File: src/rtl/vec_reg_file_masked_pkg.sv
// Shared types and default geometry for the masked vector register file.
// Default sizes live here so the top and the lane array agree.
package vrf_pkg;

  localparam int DEF_REG_WIDTH = 8;
  localparam int DEF_NUM_REGS  = 8;
  localparam int DEF_VEC_LANES = 4;

  typedef enum logic {
    VRF_IDLE  = 1'b0,
    VRF_CLEAR = 1'b1
  } vrf_state_e;

endpackage

File: src/rtl/vec_reg_file_masked_if.sv
// Port bundle of the masked vector register file: write, two reads, issue
// scoreboard and bulk-clear control, plus the clear FSM state for debug.
interface vec_reg_file_masked_if
  import vrf_pkg::*;
#(
  parameter int NUM_REGS  = DEF_NUM_REGS,
  parameter int VEC_LANES = DEF_VEC_LANES,
  parameter int REG_WIDTH = DEF_REG_WIDTH,
  localparam int SEL_W    = $clog2(NUM_REGS)
);

  logic                                 wr_en;
  logic [SEL_W-1:0]                     wr_sel;
  logic [VEC_LANES-1:0]                 wr_mask;
  logic [VEC_LANES-1:0][REG_WIDTH-1:0]  wr_data;
  logic [SEL_W-1:0]                     rd_sel1;
  logic [SEL_W-1:0]                     rd_sel2;
  logic [VEC_LANES-1:0][REG_WIDTH-1:0]  rd_data1;
  logic [VEC_LANES-1:0][REG_WIDTH-1:0]  rd_data2;
  logic                                 iss_en;
  logic [SEL_W-1:0]                     iss_sel;
  logic                                 pend1;
  logic                                 pend2;
  logic                                 clr_req;
  logic                                 clr_busy;
  logic                                 clr_done;
  vrf_state_e                           dbg_state;

  // Clear handshake: clr_req is sampled only while clr_busy=0; while clr_busy=1
  // wr_en/iss_en are dropped, so the producer must stall until clr_done.
  modport master (
    output wr_en, wr_sel, wr_mask, wr_data, rd_sel1, rd_sel2,
    output iss_en, iss_sel, clr_req,
    input  rd_data1, rd_data2, pend1, pend2, clr_busy, clr_done, dbg_state
  );

  modport slave (
    input  wr_en, wr_sel, wr_mask, wr_data, rd_sel1, rd_sel2,
    input  iss_en, iss_sel, clr_req,
    output rd_data1, rd_data2, pend1, pend2, clr_busy, clr_done, dbg_state
  );

endinterface

File: src/rtl/vec_reg_file_masked_lane.sv
// One lane of the register file: NUM_REGS elements of REG_WIDTH bits with a
// write port and a synchronous single-register clear port.
module vrf_lane
  import vrf_pkg::*;
#(
  parameter int NUM_REGS  = DEF_NUM_REGS,
  parameter int REG_WIDTH = DEF_REG_WIDTH,
  localparam int SEL_W    = $clog2(NUM_REGS)
) (
  input  logic                                clk,
  input  logic                                reset,
  input  logic                                wr_en,
  input  logic [SEL_W-1:0]                    wr_sel,
  input  logic [REG_WIDTH-1:0]                wr_data,
  input  logic                                clr_en,
  input  logic [SEL_W-1:0]                    clr_sel,
  output logic [NUM_REGS-1:0][REG_WIDTH-1:0]  rd_regs
);

  logic [NUM_REGS-1:0][REG_WIDTH-1:0] mem_q;
  logic [NUM_REGS-1:0][REG_WIDTH-1:0] mem_d;

  // The top never asserts both in one cycle; clear is given priority anyway.
  always_comb begin
    mem_d = mem_q;
    if (clr_en) begin
      mem_d[clr_sel] = '0;
    end else if (wr_en) begin
      mem_d[wr_sel] = wr_data;
    end
  end

  always_ff @(posedge clk or negedge reset) begin
    if (!reset) begin
      mem_q <= '0;
    end else begin
      mem_q <= mem_d;
    end
  end

  assign rd_regs = mem_q;

endmodule

File: src/rtl/vec_reg_file_masked.sv
// Masked vector register file: per-lane write masks, write-to-read bypass,
// pending-write scoreboard and a one-register-per-cycle bulk clear.
module vec_reg_file_masked
  import vrf_pkg::*;
#(
  parameter int REG_WIDTH = DEF_REG_WIDTH,
  parameter int NUM_REGS  = DEF_NUM_REGS,
  parameter int VEC_LANES = DEF_VEC_LANES,
  localparam int SEL_W    = $clog2(NUM_REGS)
) (
  input  logic                  clk,
  input  logic                  reset,
  vec_reg_file_masked_if.slave  bus
);

  logic [NUM_REGS-1:0][REG_WIDTH-1:0] lane_regs [VEC_LANES];

  vrf_state_e          state_q, state_d;
  logic [SEL_W-1:0]    cnt_q, cnt_d;
  logic                done_q, done_d;
  logic [NUM_REGS-1:0] pend_q, pend_d;

  logic busy;
  logic wr_ok;
  logic byp1, byp2;
  logic [VEC_LANES-1:0][REG_WIDTH-1:0] rd1, rd2;

  assign busy  = (state_q == VRF_CLEAR);
  assign wr_ok = bus.wr_en && !busy;

  for (genvar j = 0; j < VEC_LANES; j++) begin : g_lane
    vrf_lane #(
      .NUM_REGS  (NUM_REGS),
      .REG_WIDTH (REG_WIDTH)
    ) u_lane (
      .clk     (clk),
      .reset   (reset),
      .wr_en   (wr_ok && bus.wr_mask[j]),
      .wr_sel  (bus.wr_sel),
      .wr_data (bus.wr_data[j]),
      .clr_en  (busy),
      .clr_sel (cnt_q),
      .rd_regs (lane_regs[j])
    );
  end

  always_comb begin
    state_d = state_q;
    cnt_d   = cnt_q;
    done_d  = 1'b0;
    case (state_q)
      VRF_IDLE: begin
        if (bus.clr_req) begin
          state_d = VRF_CLEAR;
          cnt_d   = '0;
        end
      end
      VRF_CLEAR: begin
        if (cnt_q == SEL_W'(NUM_REGS - 1)) begin
          state_d = VRF_IDLE;
          cnt_d   = '0;
          done_d  = 1'b1;
        end else begin
          cnt_d = cnt_q + SEL_W'(1);
        end
      end
      default: begin
        state_d = VRF_IDLE;
        cnt_d   = '0;
      end
    endcase
  end

  // Issue is applied after the write-side clear so a same-register collision
  // leaves the entry pending.
  always_comb begin
    pend_d = pend_q;
    if (busy) begin
      pend_d[cnt_q] = 1'b0;
    end else begin
      if (bus.wr_en) begin
        pend_d[bus.wr_sel] = 1'b0;
      end
      if (bus.iss_en) begin
        pend_d[bus.iss_sel] = 1'b1;
      end
    end
  end

  always_ff @(posedge clk or negedge reset) begin
    if (!reset) begin
      state_q <= VRF_IDLE;
      cnt_q   <= '0;
      done_q  <= 1'b0;
      pend_q  <= '0;
    end else begin
      state_q <= state_d;
      cnt_q   <= cnt_d;
      done_q  <= done_d;
      pend_q  <= pend_d;
    end
  end

  // Bypass is gated by reset so the read ports show zero while it is held.
  assign byp1 = wr_ok && reset && (bus.wr_sel == bus.rd_sel1);
  assign byp2 = wr_ok && reset && (bus.wr_sel == bus.rd_sel2);

  always_comb begin
    rd1 = '0;
    rd2 = '0;
    for (int j = 0; j < VEC_LANES; j++) begin
      rd1[j] = (byp1 && bus.wr_mask[j]) ? bus.wr_data[j] : lane_regs[j][bus.rd_sel1];
      rd2[j] = (byp2 && bus.wr_mask[j]) ? bus.wr_data[j] : lane_regs[j][bus.rd_sel2];
    end
  end

  assign bus.rd_data1  = rd1;
  assign bus.rd_data2  = rd2;
  assign bus.pend1     = pend_q[bus.rd_sel1];
  assign bus.pend2     = pend_q[bus.rd_sel2];
  assign bus.clr_busy  = busy;
  assign bus.clr_done  = done_q;
  assign bus.dbg_state = state_q;

endmodule

File: src/flat_wrapper.sv
// flat-port wrapper written by rule: the top's interface ports become plain ports
module vec_reg_file_masked_flat import vrf_pkg::*;
#(
  parameter int REG_WIDTH = DEF_REG_WIDTH,
  parameter int NUM_REGS  = DEF_NUM_REGS,
  parameter int VEC_LANES = DEF_VEC_LANES,
  localparam int SEL_W    = $clog2(NUM_REGS)
)
  (clk, reset, bus_wr_en, bus_wr_sel, bus_wr_mask, bus_wr_data, bus_rd_sel1, bus_rd_sel2, bus_iss_en, bus_iss_sel, bus_clr_req, bus_rd_data1, bus_rd_data2, bus_pend1, bus_pend2, bus_clr_busy, bus_clr_done, bus_dbg_state);
  vec_reg_file_masked_if #(.NUM_REGS(NUM_REGS), .VEC_LANES(VEC_LANES), .REG_WIDTH(REG_WIDTH)) bus_i ();
  input  logic clk;
  input  logic reset;
  input wire logic [$bits(bus_i.wr_en)-1:0] bus_wr_en;
  input wire logic [$bits(bus_i.wr_sel)-1:0] bus_wr_sel;
  input wire logic [$bits(bus_i.wr_mask)-1:0] bus_wr_mask;
  input wire logic [$bits(bus_i.wr_data)-1:0] bus_wr_data;
  input wire logic [$bits(bus_i.rd_sel1)-1:0] bus_rd_sel1;
  input wire logic [$bits(bus_i.rd_sel2)-1:0] bus_rd_sel2;
  input wire logic [$bits(bus_i.iss_en)-1:0] bus_iss_en;
  input wire logic [$bits(bus_i.iss_sel)-1:0] bus_iss_sel;
  input wire logic [$bits(bus_i.clr_req)-1:0] bus_clr_req;
  output wire logic [$bits(bus_i.rd_data1)-1:0] bus_rd_data1;
  output wire logic [$bits(bus_i.rd_data2)-1:0] bus_rd_data2;
  output wire logic [$bits(bus_i.pend1)-1:0] bus_pend1;
  output wire logic [$bits(bus_i.pend2)-1:0] bus_pend2;
  output wire logic [$bits(bus_i.clr_busy)-1:0] bus_clr_busy;
  output wire logic [$bits(bus_i.clr_done)-1:0] bus_clr_done;
  output wire logic [$bits(bus_i.dbg_state)-1:0] bus_dbg_state;
  assign bus_i.wr_en = bus_wr_en;
  assign bus_i.wr_sel = bus_wr_sel;
  assign bus_i.wr_mask = bus_wr_mask;
  assign bus_i.wr_data = bus_wr_data;
  assign bus_i.rd_sel1 = bus_rd_sel1;
  assign bus_i.rd_sel2 = bus_rd_sel2;
  assign bus_i.iss_en = bus_iss_en;
  assign bus_i.iss_sel = bus_iss_sel;
  assign bus_i.clr_req = bus_clr_req;
  assign bus_rd_data1 = bus_i.rd_data1;
  assign bus_rd_data2 = bus_i.rd_data2;
  assign bus_pend1 = bus_i.pend1;
  assign bus_pend2 = bus_i.pend2;
  assign bus_clr_busy = bus_i.clr_busy;
  assign bus_clr_done = bus_i.clr_done;
  assign bus_dbg_state = bus_i.dbg_state;
  vec_reg_file_masked #(.REG_WIDTH(REG_WIDTH), .NUM_REGS(NUM_REGS), .VEC_LANES(VEC_LANES)) u_core (.clk(clk), .reset(reset), .bus(bus_i));
endmodule
File: config.mk
export PLATFORM = sky130hd
export DESIGN_NAME = vec_reg_file_masked_flat
export DESIGN_NICKNAME = d
export VERILOG_FILES = /design/src/rtl/vec_reg_file_masked_pkg.sv /design/src/rtl/vec_reg_file_masked_if.sv /design/src/rtl/vec_reg_file_masked_lane.sv /design/src/rtl/vec_reg_file_masked.sv /design/src/flat_wrapper.sv
export SDC_FILE = /design/constraint.sdc
export NUM_CORES = 1
export LEC_CHECK = 0
export CAP_MARGIN = 10
export CORE_MARGIN = 1
export CORE_UTILIZATION = 55
export CTS_BUF_LIST = sky130_fd_sc_hd__clkbuf_4 sky130_fd_sc_hd__clkbuf_8
export DETAILED_ROUTE_END_ITERATION = 10
export MAX_ROUTING_LAYER = met4
export PLACE_DENSITY = 0.85
export SYNTH_ARGS = -nofsm -noshare
export SYNTH_HDL_FRONTEND = slang
export SYNTH_SLANG_ARGS = --single-unit
File: constraint.sdc
create_clock -name clk -period 2.8 [get_ports clk]
set_input_delay 0.56 -clock clk [delete_from_list [all_inputs] [get_ports clk]]
set_output_delay 0.56 -clock clk [all_outputs]
set_load 0.02 [all_outputs]
Yosys cells after proc, flatten, opt, wreduce, memory -nomap -nowiden
Index checks and enable logic that the tools add are counted.

storage, ports and cells
  register bits = 269
  input bits = 53
  output and inout bits = 69
  word-level logic and storage cells = 146

cells by class
  add/sub/neg operators = 1
  order comparisons = 8
  eq/ne operators = 4
  multiplexer cells = 62
  bitwise operators = 11
  reductions and logical operators = 24

operators by type and width
  kind                 number
  $mux 64              8
  $and 64x64->64       4
  $bwmux 64            4
  $bmux 8 s3           8
  $mux 8               22
  $not 64->64          1
  $demux 8 s3          2
  $lt 3x4->1 const B   5
  $logic_and 1x1->1    19
  $and 8x8->8          2
  $not 8->8            2
  $demux 1 s3          3
  $ge 3x1->1 const B   3
  $mux 1               9
  $or 8x8->8           1
  $reduce_bool 2->1    4
  $bmux 1 s3           2
  $eq 3x3->1           2
  $mux 3               2
  $pmux 3 s2           1
  $add 3x1->3 const B  1
  $eq 3x3->1 const B   1
  $ne 2x2->1 const B   1
  $pmux 1 s2           1
  other kinds (2)      2

Depth between registers and ports, before layout
  depth after elaboration = 11
  depth in mapped cells = 6
  gate-level depth less buffers = 4

Cells and area by module
A second synthesis with hierarchy kept.

unflattened totals
  cells, all modules = 1331
  area total of the unflattened synthesis = 16707.3 um2

by module, submodules not included
  module               instances  cells an instance  area each (um2)
  vrf_lane             4          233                2785.2
  vec_reg_file_masked  1          399                5566.6

Worst setup path after synthesis
No wires, ideal clock.

  path kind = input port to output port
  from = in bus_rd_sel1[0]
  to = out bus_rd_data1[0]
  arrival time = 2.117 ns
  slack = 0.123 ns
  cell stages on the path = 6
  path through = clkbuf_1 buf_6 buf_6 mux4_2 mux2_2 mux2_2

on the way
  word-level cells in the longest chain between the ends = 4
  elaborated cells between the ends (all ways) = 6
  those cells by class = eq/ne: 1; mux: 3; reduce/logical: 2

ends and longest elaborated chain
  item                                                                line                        text
  start: declaration                                                  flat_wrapper.sv:17          input wire logic [$bits(bus_i.rd_sel1)-1:0] bus_rd_sel1;
  parallel branches: the longest is 3 deep, another holds $bmux 8 s3  -
  $mux 8 *                                                            vec_reg_file_masked.sv:112  rd1[j] = (byp1 && bus.wr_mask[j]) ? bus.wr_data[j] : lane_regs[j][bus.rd_sel1];
  end: declaration                                                    flat_wrapper.sv:22          output wire logic [$bits(bus_i.rd_data1)-1:0] bus_rd_data1;

Every way passes the cells marked *. The select of a mux whose other input is x is not followed.

Worst setup path after layout
  from = reg u_core.state_q, in the netlist u_core.bus.clr_busy
  to = out bus_rd_data1[18]

on the way
  word-level cells in the longest chain between the ends = 6

ends and longest elaborated chain
  item                             line                        text
  start: declaration               vec_reg_file_masked.sv:18   vrf_state_e state_q, state_d;
  start signal: assignment         vec_reg_file_masked.sv:97   state_q <= state_d;
  $logic_not 1->1                  vec_reg_file_masked.sv:29   assign wr_ok = bus.wr_en && !busy;
  $logic_and 1x1->1                vec_reg_file_masked.sv:29
  $logic_and 1x1->1 (2 in series)  vec_reg_file_masked.sv:105  assign byp1 = wr_ok && reset && (bus.wr_sel == bus.rd_sel1);
  $logic_and 1x1->1                vec_reg_file_masked.sv:112
  $mux 8                           vec_reg_file_masked.sv:112

Every way passes these cells.

==> summary.txt <==
Synthesis
  • Synth Register Bits: 269
  • EDFF count, synth: 0
  • Ys Warns: 0
  • Sequential area share after synthesis: 45.7%
  • Distinct cell type count after synthesis: 38
  • Syn nets: 1086
  • Mapped cell area: 0.0147 mm²
  • Ys flop type: dfrtp_1
  • Synth Instances: 1031
  • Mean post-synth cell area: 14.3 µm²
  • Async set-reset flop share out of synthesis: 100%

Floorplanning
  • Die Height: 166 µm
  • DIE WIDTH: 166 µm
  • Starting density of the core: 56.2%
  • Core area: 0.0262 mm²
  • Num rows: 59
  • Die area: 0.0274 mm²
  • I/O pin cnt: 122

Global routing
  • GRT Residual Overflow: 0
  • Overall global routing resource usage: 34.8%
  • Pin count of the biggest net entering global routing: 146
  • Vias in the first global route: 12.2k
  • Initial antenna violation count: 0
  • First-pass GRT wire length: 70.8 mm

STA
  • RSZ-0062 raised after global routing: yes
  • FMAX: 330 MHz
  • Hold Vio Cnt, Final: 0
  • Final Slew Violations: 0
  • Minimum clock period: 3.03 ns
  • Min setup slack post-route: -0.230 ns
  • Period utilisation layout: 108%
  • Final Skew: 0.0275 ns
  • # setup viols final: 56
  • Worst-margin pin slew: 1.03 ns
  • Worst slew margin: 31.1%

Setup path
  • Reg2reg start: u_core.bus.clr_busy
  • Crit start category: flip-flop
  • CP required: 2.24 ns
  • CP Data Arrival Time: 2.47 ns
  • Critical path origin: u_core.bus.clr_busy
  • Worst Path Class, Setup: flip-flop to output port
  • Crit Path Max Fanout: 6
  • Worst setup EP type: output port

Placement
  • Worst slack, placed: -0.714 ns
  • IO Port Bufs: 121
  • Final HPWL DP: 29.0 mm
  • Placer Congestion: 0.942
  • Placed cells: 1524

Route
  • Post-route ant nets: 0
  • Vias/cell: 7.24
  • Pre-antenna DRT Iters: 8
  • Drt drc: 10
  • Drt initial violations: 1473
  • Routed wire length: 45.1 mm
  • Routed len/inst: 28.0 µm
  • Vias: 11.7k

Clocking
  • Clock Tree Buf Depth: 3
  • CTS tree: built
  • # hold bufs at CTS: 0
  • Clock sinks: 269
  • Number of CTS-inserted buffers: 43
  • Root Buffer: clkbuf_8
  • Reg clk slew, reported paths: 0.07 ns
  • Clk_lat worst skew: 0.57 ns
  • CTS HTree Levels: 2

Cells and area
  • Nets: 1300
  • Antenna diode count: 0
  • Most frequent cells in the layout: 269 x dfrtp_1, 256 x a22o_1, 132 x mux4_2, 114 x mux2_2, 107 x buf_4
  • Share of layout cells above drive strength 1: 44.0%
  • Commonest non-fill, non-tap cell in the layout: dfrtp_1
  • Non-Filler Instances: 1613
  • Layout area overhead: 22.8%

Run status
  • Failing checks: DRC, setup timing
  • Status: finished, violations left

Power and ir drop
  • Max VDD drop: 493 µV
  • Pwr/cell area: 970 mW/mm²
  • LEAKAGE: 8.34 nW
  • Pwr Total: 17.6 mW

Flow run
  • Max Cap Violations: 0

Worst hold path
  • HP Class: primary input to async pin
[where the power goes]
group	switching [mW]	total, mW	leakage (nW)	internal (mW)
clock network	1.63	3.63	0.504	2.00
registers	1.33	6.76	3.67	5.42
logic	3.34	7.17	4.17	3.83
[cell families (layout without fill, tap and decap cells)]
logic type / count (synthesis) / after routing / share of synthesized area, %
AND/OR/NAND/NOR: 114 / 114 / 4.00
flip-flops: 269 / 269 / 45.7
XOR/XNOR: 6 / 6 / 0.357
AO/OA/AOI/OAI: 298 / 298 / 17.1
adder cells (fa/ha/maj): 2 / 2 / 0.170
multiplexers: 262 / 262 / 30.1
buffers and inverters: 80 / 327 / 2.55
[synthesized netlist by cell type (all sizes together), types with 2 or more instances]
library cell	n	area, µm²
mux2	130	1460
a21o	4	30.0
buf	51	267
o31ai	4	40.0
ha	2	25.0
nor2b	6	37.5
a22o	256	2240
o21ai	14	73.8
nor4	2	25.0
a32oi	4	35.0
a21oi	8	40.0
clkbuf	28	105
mux4	132	2970
o211ai	5	37.5
nand4bb	3	33.8
a221oi	3	26.3
xor2	6	52.6
nor2	36	135
nand2	49	224
dfrtp	269	6730
nand3	4	20.0
nand2b	5	31.3
or4b	3	33.8
[final timing paths]
path | end | slack, ns | cells after the start
min in group clk | u_core.g_lane[2].u_lane.rd_regs[59] | 0.53 | 1
max in group asynchronous | u_core.g_lane[1].u_lane.rd_regs[63] | 1.25 | 3
worst min register to register | u_core.g_lane[2].u_lane.rd_regs[59] | 0.53 | 1
worst max-delay path | bus_rd_data1[18] | -0.23 | 8
worst min-delay path | u_core.g_lane[0].u_lane.rd_regs[42] | 0.19 | 2
worst max register to register | u_core.g_lane[0].u_lane.rd_regs[56] | 0.07 | 5
[per-layer routing]
metal	up-vias	global-route usage [%]	routed length [µm]
met1	6006	46.7	17300
met5	-	-	0
li1	4649	-	-
met3	154	7.12	5050
met4	0	15.2	1880
met2	876	51.7	20900
[layout make-up]
cell class | count | area, µm²
clock buffers | 64 | 831
well taps | 335 | 419
fillers | 1742 | 8100
clock inverters | 14 | 95.1
repair buffers | 248 | 2210
inverters | 1 | 3.75
flip-flops and latches | 269 | 6730
multi-input cells | 682 | 7810
[sequential cells by signal, summed over array words and instances (netlist names)]
name / cells
u_core.g_lane.u_lane.rd_regs: 256
u_core.bus.clr_done: 1
u_core.cnt_q: 3
u_core.bus.clr_busy: 1
u_core.pend_q: 8
[through the flow]
stage	area (µm²)	TNS, ns	utilization [%]	hold WS, ns
floorplan	14700	0	-	0.264
global placement	17000	-48.77	64.8	0.499
detailed placement	17000	-51.35	64.8	0.509
CTS	18000	-5.53	68.6	0.210
global route	18100	-8.69	69.1	0.253
finish	18100	-6.45	69.1	0.186
[timing repair]
action / in CTS / in global routing
pin swaps: 1 / 0
endpoints found under the setup margin: 66 / 64
gates resized for setup: 281 / 60
buffers inserted: 5 / 4
cloned: 2 / 0
[critical path, cell delays in order (launching register included)]
cell	delay, ns
dfrtp_1	0.41
nand3b_1	0.23
buf_4	0.18
nor4_4	0.23
buf_6	0.20
nand2_8	0.08
buf_12	0.17
mux2_4	0.29
buf_6	0.13
(Power assumes the default switching activity.)
